$ cat config.mk
export PLATFORM = sky130hd
export DESIGN_NAME = spi_inert_resp_flat
export DESIGN_NICKNAME = d
export VERILOG_FILES = /design/src/rtl/spi_inert_resp_pkg.sv /design/src/rtl/spi_inert_resp_if.sv /design/src/rtl/spi_inert_resp_synch.sv /design/src/rtl/spi_inert_resp.sv /design/src/flat_wrapper.sv
export SDC_FILE = /design/constraint.sdc
export NUM_CORES = 1
export LEC_CHECK = 0
export ABC_AREA = 1
export BUFFER_PORTS_ARGS = -buffer_cell sky130_fd_sc_hd__buf_2
export CORE_MARGIN = 2
export CORE_UTILIZATION = 62
export DETAILED_ROUTE_END_ITERATION = 8
export GPL_ROUTABILITY_DRIVEN = 0
export GPL_TIMING_DRIVEN = 0
export MAX_ROUTING_LAYER = met4
export PLACE_DENSITY = 0.8
export SYNTH_ARGS = -nofsm -noshare
export SYNTH_HDL_FRONTEND = slang
export SYNTH_SLANG_ARGS = --single-unit
$ cat constraint.sdc
create_clock -name clk -period 3.8 [get_ports clk]
set_input_delay 0.38 -clock clk [delete_from_list [all_inputs] [get_ports clk]]
set_output_delay 0.38 -clock clk [all_outputs]
set_load 0.005 [all_outputs]
$ cat src/rtl/spi_inert_resp_pkg.sv
// Shared types and constants for the gyro SPI responder.
package inert_resp_pkg;

    typedef enum logic [1:0] {
        IDLE = 2'd0,
        CMD  = 2'd1,
        DATA = 2'd2
    } state_t;

    localparam logic [6:0] ADDR_INT1_CTRL = 7'h0D;
    localparam logic [6:0] ADDR_WHO_AM_I  = 7'h0F;
    localparam logic [6:0] ADDR_CTRL2_G   = 7'h11;
    localparam logic [6:0] ADDR_OUTZ_L    = 7'h26;
    localparam logic [6:0] ADDR_OUTZ_H    = 7'h27;

    localparam logic [4:0] FRAME_LEN = 5'd16;
    localparam logic [4:0] CMD_LEN   = 5'd8;

endpackage

$ cat src/rtl/spi_inert_resp_if.sv
// SPI pins plus data-ready interrupt between inert_intf and the responder.
interface spi_inert_resp_if;
    logic SS_n;
    logic SCLK;
    logic MOSI;
    logic MISO;
    logic INT;

    modport master (output SS_n, output SCLK, output MOSI, input MISO, input INT);
    modport slave  (input SS_n, input SCLK, input MOSI, output MISO, output INT);
endinterface

$ cat src/rtl/spi_inert_resp_synch.sv
// Two-flop synchronisers for the SPI pins plus a third flop for edge detection.
module spi_resp_synch (
    input  logic clk,
    input  logic rst,
    input  logic SS_n,
    input  logic SCLK,
    input  logic MOSI,
    output logic ss_n_s,
    output logic mosi_s,
    output logic sclk_rise,
    output logic sclk_fall,
    output logic ss_fall,
    output logic ss_rise
);

    logic [2:0] ss_q;
    logic [2:0] sclk_q;
    logic [1:0] mosi_q;

    always_ff @(posedge clk or posedge rst) begin
        if (rst) begin
            ss_q   <= 3'b111;
            sclk_q <= 3'b000;
            mosi_q <= 2'b00;
        end else begin
            ss_q   <= {ss_q[1:0], SS_n};
            sclk_q <= {sclk_q[1:0], SCLK};
            mosi_q <= {mosi_q[0], MOSI};
        end
    end

    assign ss_n_s    = ss_q[1];
    assign mosi_s    = mosi_q[1];
    assign sclk_rise =  sclk_q[1] & ~sclk_q[2];
    assign sclk_fall = ~sclk_q[1] &  sclk_q[2];
    assign ss_fall   = ~ss_q[1]   &  ss_q[2];
    assign ss_rise   =  ss_q[1]   & ~ss_q[2];

endmodule

$ cat src/rtl/spi_inert_resp.sv
// Gyro emulator behind inert_intf's SPI master: register file, yaw sampler, INT.
//
// state | meaning
// IDLE  | no frame in progress, MISO held low
// CMD   | shifting in R/W + address (rises 1..8)
// DATA  | shifting out rd_byte on falls, write data in on rises 9..16
module spi_inert_resp
    import inert_resp_pkg::*;
#(
    parameter logic [15:0] SAMPLE_PERIOD = 16'd50000,
    parameter logic [7:0]  WHO_AM_I_VAL  = 8'h6A
) (
    input  logic              clk,
    input  logic              rst,
    spi_inert_resp_if.slave   spi,
    input  logic [15:0]       yaw_rate
);

    logic ss_n_s, mosi_s, sclk_rise, sclk_fall, ss_fall, ss_rise;

    spi_resp_synch u_synch (
        .clk       (clk),
        .rst       (rst),
        .SS_n      (spi.SS_n),
        .SCLK      (spi.SCLK),
        .MOSI      (spi.MOSI),
        .ss_n_s    (ss_n_s),
        .mosi_s    (mosi_s),
        .sclk_rise (sclk_rise),
        .sclk_fall (sclk_fall),
        .ss_fall   (ss_fall),
        .ss_rise   (ss_rise)
    );

    state_t      state, state_nxt;
    logic [4:0]  bit_cnt, bit_cnt_nxt;
    logic [6:0]  shreg, shreg_nxt;
    logic [7:0]  cmd, cmd_nxt;
    logic [7:0]  tx, tx_nxt;
    logic        miso, miso_nxt;

    logic        wr_en;
    logic [6:0]  wr_addr;
    logic [7:0]  wr_data;
    logic        rd_clr;

    logic [7:0]  int1_ctrl, ctrl2_g;
    logic [15:0] outz, yaw_hold, sample_cnt;
    logic        drdy, pend, int_q, tick, cap_now, cap_pend;

    logic [6:0]  lk_addr;
    logic [7:0]  rd_lookup;

    // Lookup happens on the 8th rise, so the address's last bit is still on mosi_s.
    always_comb begin
        lk_addr   = {shreg[5:0], mosi_s};
        rd_lookup = 8'h00;
        case (lk_addr)
            ADDR_INT1_CTRL: rd_lookup = int1_ctrl;
            ADDR_WHO_AM_I:  rd_lookup = WHO_AM_I_VAL;
            ADDR_CTRL2_G:   rd_lookup = ctrl2_g;
            ADDR_OUTZ_L:    rd_lookup = outz[7:0];
            ADDR_OUTZ_H:    rd_lookup = outz[15:8];
            default:        rd_lookup = 8'h00;
        endcase
    end

    always_comb begin
        state_nxt   = state;
        bit_cnt_nxt = bit_cnt;
        shreg_nxt   = shreg;
        cmd_nxt     = cmd;
        tx_nxt      = tx;
        miso_nxt    = miso;
        wr_en       = 1'b0;
        wr_addr     = cmd[6:0];
        wr_data     = {shreg, mosi_s};
        rd_clr      = 1'b0;

        if (ss_rise) begin
            state_nxt = IDLE;
            miso_nxt  = 1'b0;
            rd_clr    = (state == DATA) && (bit_cnt == FRAME_LEN) &&
                        cmd[7] && (cmd[6:0] == ADDR_OUTZ_H);
        end else begin
            case (state)
                IDLE: begin
                    miso_nxt = 1'b0;
                    if (ss_fall) begin
                        bit_cnt_nxt = 5'd0;
                        shreg_nxt   = 7'd0;
                        state_nxt   = CMD;
                    end
                end
                CMD: begin
                    if (sclk_rise) begin
                        shreg_nxt   = {shreg[5:0], mosi_s};
                        bit_cnt_nxt = bit_cnt + 5'd1;
                        if (bit_cnt == CMD_LEN - 5'd1) begin
                            cmd_nxt   = {shreg, mosi_s};
                            tx_nxt    = shreg[6] ? rd_lookup : 8'h00;
                            state_nxt = DATA;
                        end
                    end
                end
                DATA: begin
                    if (sclk_rise && (bit_cnt < FRAME_LEN)) begin
                        shreg_nxt   = {shreg[5:0], mosi_s};
                        bit_cnt_nxt = bit_cnt + 5'd1;
                        wr_en       = (bit_cnt == FRAME_LEN - 5'd1) && !cmd[7];
                    end
                    if (sclk_fall) begin
                        miso_nxt = tx[7];
                        tx_nxt   = {tx[6:0], 1'b0};
                    end
                end
                default: state_nxt = IDLE;
            endcase
        end
    end

    always_ff @(posedge clk or posedge rst) begin
        if (rst) begin
            state   <= IDLE;
            bit_cnt <= 5'd0;
            shreg   <= 7'd0;
            cmd     <= 8'h00;
            tx      <= 8'h00;
            miso    <= 1'b0;
        end else begin
            state   <= state_nxt;
            bit_cnt <= bit_cnt_nxt;
            shreg   <= shreg_nxt;
            cmd     <= cmd_nxt;
            tx      <= tx_nxt;
            miso    <= miso_nxt;
        end
    end

    always_ff @(posedge clk or posedge rst) begin
        if (rst) begin
            int1_ctrl <= 8'h00;
            ctrl2_g   <= 8'h00;
        end else if (wr_en) begin
            case (wr_addr)
                ADDR_INT1_CTRL: int1_ctrl <= wr_data;
                ADDR_CTRL2_G:   ctrl2_g   <= wr_data;
                default: ;
            endcase
        end
    end

    assign tick = (ctrl2_g != 8'h00) && (sample_cnt == SAMPLE_PERIOD - 16'd1);

    always_ff @(posedge clk or posedge rst) begin
        if (rst) begin
            sample_cnt <= 16'd0;
        end else if ((ctrl2_g == 8'h00) || tick) begin
            sample_cnt <= 16'd0;
        end else begin
            sample_cnt <= sample_cnt + 16'd1;
        end
    end

    // A tick while selected is parked so OUTZ_L/H never change under an open frame.
    assign cap_now  = tick & ss_n_s;
    assign cap_pend = pend & ss_rise & ~tick;

    always_ff @(posedge clk or posedge rst) begin
        if (rst) begin
            outz     <= 16'h0000;
            yaw_hold <= 16'h0000;
            pend     <= 1'b0;
            drdy     <= 1'b0;
            int_q    <= 1'b0;
        end else begin
            if (cap_now) begin
                outz <= yaw_rate;
                pend <= 1'b0;
            end else if (tick) begin
                yaw_hold <= yaw_rate;
                pend     <= 1'b1;
            end else if (cap_pend) begin
                outz <= yaw_hold;
                pend <= 1'b0;
            end
            if (cap_now || cap_pend) begin
                drdy <= 1'b1;
            end else if (rd_clr) begin
                drdy <= 1'b0;
            end
            int_q <= drdy & int1_ctrl[1];
        end
    end

    assign spi.MISO = miso;
    assign spi.INT  = int_q;

endmodule

$ cat src/flat_wrapper.sv
// flat-port wrapper written by rule: the top's interface ports become plain ports
module spi_inert_resp_flat import inert_resp_pkg::*;
#(
    parameter logic [15:0] SAMPLE_PERIOD = 16'd50000,
    parameter logic [7:0]  WHO_AM_I_VAL  = 8'h6A
)
  (clk, rst, yaw_rate, spi_SS_n, spi_SCLK, spi_MOSI, spi_MISO, spi_INT);
  spi_inert_resp_if spi_i ();
  input  logic clk;
  input  logic rst;
  input  logic [15:0] yaw_rate;
  input wire logic [$bits(spi_i.SS_n)-1:0] spi_SS_n;
  input wire logic [$bits(spi_i.SCLK)-1:0] spi_SCLK;
  input wire logic [$bits(spi_i.MOSI)-1:0] spi_MOSI;
  output wire logic [$bits(spi_i.MISO)-1:0] spi_MISO;
  output wire logic [$bits(spi_i.INT)-1:0] spi_INT;
  assign spi_i.SS_n = spi_SS_n;
  assign spi_i.SCLK = spi_SCLK;
  assign spi_i.MOSI = spi_MOSI;
  assign spi_MISO = spi_i.MISO;
  assign spi_INT = spi_i.INT;
  spi_inert_resp #(.SAMPLE_PERIOD(SAMPLE_PERIOD), .WHO_AM_I_VAL(WHO_AM_I_VAL)) u_core (.clk(clk), .rst(rst), .spi(spi_i), .yaw_rate(yaw_rate));
endmodule
==> results.ini <==
[setup_path]
max_stage_delay_ns = 0.44
cp_cell_sequence = inv_1 -> ha_1 -> inv_1 -> nor3_1 -> nand2_1 -> clkinv_1 -> nand2_1 -> o21ai_0 -> nand2_1
cp.required_ns = 4.08
crit_type = register to register
crit_top_cell = nand2_1
cp.arrival_ns = 2.34
end_kind = register
critPathBufInv = 3
start_kind = register
path_max_fanout = 10
cp_slowest_cell = dfrtp_1
rrSetupSlack_ns = 1.74
crit_family = simple AND/OR/NAND/NOR gates

[pwr]
switching_share_pct = 32.7
leakage_uw = 0.00285
power_density_nw_per_um2 = 428
irDropWorstVdd_mv = 0.232
p_comb_share_pct = 19.3
p_seq_share_pct = 51.4
power_switching_uw = 816
cellInternalPower_uw = 1680
clkPwrFrac_pct = 29.2

[floorplan]
num_rows = 33
start_util_pct = 64.4
die_w_um = 96.9
dieArea_um2 = 9380
die_h_um = 96.9
io_pins = 23
coreArea_um2 = 8300

[sta]
fmax_mhz = 484
layout_setup_ws_ns = 1.74
worst_pin_slew_ns = 0.640
drv_slew = 0
setup_tns_ns = 0
finalCritPeriodShare_pct = 54.3
setup_violations = 0
hold_violations = 0
grt_setup_unrepaired = no
slew_headroom_pct = 57.3
fin_crit_ns = 2.06
finClkSkew_ns = 0.0131

[clocking]
cts_hold_buf = 0
cts_buffer_depth = 2
clk_pin_slew_ns = 0.11
cts_num_sinks = 106
cts_max_level = 3
cts_buffers = 9
cts-root-buf = clkbuf_8
cts_resized = 0
post_cts_buffers = 0
cts_tree = yes
clkLatencyLatePin_ns = 0.38

[yosys]
syn_area_per_cell_um2 = 8.29
yosys_warnings = 0
yosysTopAreaCell = dfrtp_1
ys_dominant_reg_cell = dfrtp_1
yosysSeqAreaShare_pct = 49.7
ys_ff_latch = 106
synth_cells = 645
syn_nets = 674
synth-edff-count = 0
synthArstFlopShare_pct = 100
netlist_area_um2 = 5350
yosysMostFrequentCell = nand2_1
yosysTopAreaCellShare_pct = 48.2
synth.top_cells.by_count = 140 x nand2_1, 103 x dfrtp_1, 82 x nand3_1
ys_top_cells_by_area = dfrtp_1 48%, nand2_1 9.8%, nand3_1 7.7%
yosysUniqueCellTypes = 38

[route]
antenna_left = 0
via_count = 4478
wl_per_cell_um = 14.8
wirelength_mm = 11.6
dr.first_iter.drc_count = 390
dr.pass1.iters = 5
viasPerCell = 5.68
drc_errors = 0

[outcome]
outcome = complete, no violations

[placed_design]
pre_cts_ws_ns = 1.80
placed_cells = 773
port_buffers = 22
hpwl_mm = 8.54

[finish]
drive_gt1_share_pct = 13.6
diodes = 0
fin_nets = 708
stdcell_count = 789
syn_to_final_growth_pct = 8.97

[global_route]
grt_max_degree = 58
grt-ovfl-total = 0
grt_pass1_vias = 4373
grt_pass1_wl_mm = 20.3
grt_antenna_before_repair = 0
track_usage_pct = 27.0

[hold_path]
hp-class = primary input to async pin

[flow_run]
drv_cap = 0

area by class of cell:
cell class	count	area (um2)
multi-input cells	441	2260
clock buffers	9	124
fillers	685	2470
repair buffers	23	138
clock inverters	7	83.8
well taps	105	131
flip-flops and latches	106	2660
plain buffers	22	143
inverters	76	288
through the flow:
step                      total power, uW  hold WS (ns)  area, um2  utilization (%)
after floorplan                      1640         0.331       5350                -
after global placement               1750         0.334       5590             67.3
after detailed placement             1780         0.337       5620             67.7
after CTS                            2510        0.0702       5820             70.2
after global routing                 2640        0.0809       5820             70.2
final                                2490        0.0703       5820             70.2
power by group through the flow:
stage | Combinational [uW] | Sequential, uW | Clock [uW]
final | 482 | 1280 | 729
after global routing | 561 | 1300 | 783
after CTS | 481 | 1280 | 743
after detailed placement | 479 | 1310 | 0
after global placement | 451 | 1300 | 0
after floorplan | 352 | 1290 | 0
flip-flops by register name, summed over array words and instances (netlist names), 3 cells and up:
register,flops
u_core.outz,16
u_core.ctrl2_g,8
u_core.u_synch.ss_q,3
u_core.int1_ctrl,8
u_core.u_synch.sclk_q,3
u_core.yaw_hold,16
u_core.cmd,8
u_core.tx,8
u_core.sample_cnt,16
u_core.bit_cnt,5
u_core.shreg,7
cell usage in the layout, fill, tap and decap left out, drive strengths merged, types with 5 or more instances in the layout:
cell type and count:
nand4 27, ha 8, buf 39, nand2 142
o21bai 5, xor2 7, nor2 70, o21ai 58
inv 78, dfrtp 103, nand3 86, nor3 18
a21oi 10, clkbuf 15
routing by layer:
layer,routed length [um],global-route usage [%],vias to the layer above
met1,5220,35.8,2125
li1,-,-,2180
met2,5440,41.3,139
met3,670,4.99,34
met5,0,-,-
met4,322,11.1,0
logic make-up (layout without fill, tap and decap cells):
| logic type | Yosys count | in the layout | share of synthesized area, % |
|---|---|---|---|
| AND/OR/NAND/NOR | 350 | 350 | 31.1 |
| flip-flops | 106 | 106 | 49.7 |
| AO/OA/AOI/OAI | 76 | 76 | 8.17 |
| adder cells (fa/ha/maj) | 8 | 8 | 1.87 |
| XOR/XNOR | 7 | 7 | 1.15 |
| buffers and inverters | 98 | 137 | 8.01 |
final timing paths:
path                                           from                        to  cells past startpoint
min reg2reg                u_core.u_synch.sclk_q[0]  u_core.u_synch.sclk_q[1]                      0
max                                 u_core.state[0]              u_core.tx[4]                      9
min in group clk                           spi_SS_n    u_core.u_synch.ss_q[0]                      1
min                                             rst  u_core.u_synch.mosi_q[1]                      2
max reg2reg                         u_core.state[0]              u_core.tx[4]                      9
max in group asynchronous                       rst    u_core.u_synch.ss_q[1]                      3
Note: power is estimated with default switching activity, not from simulation.
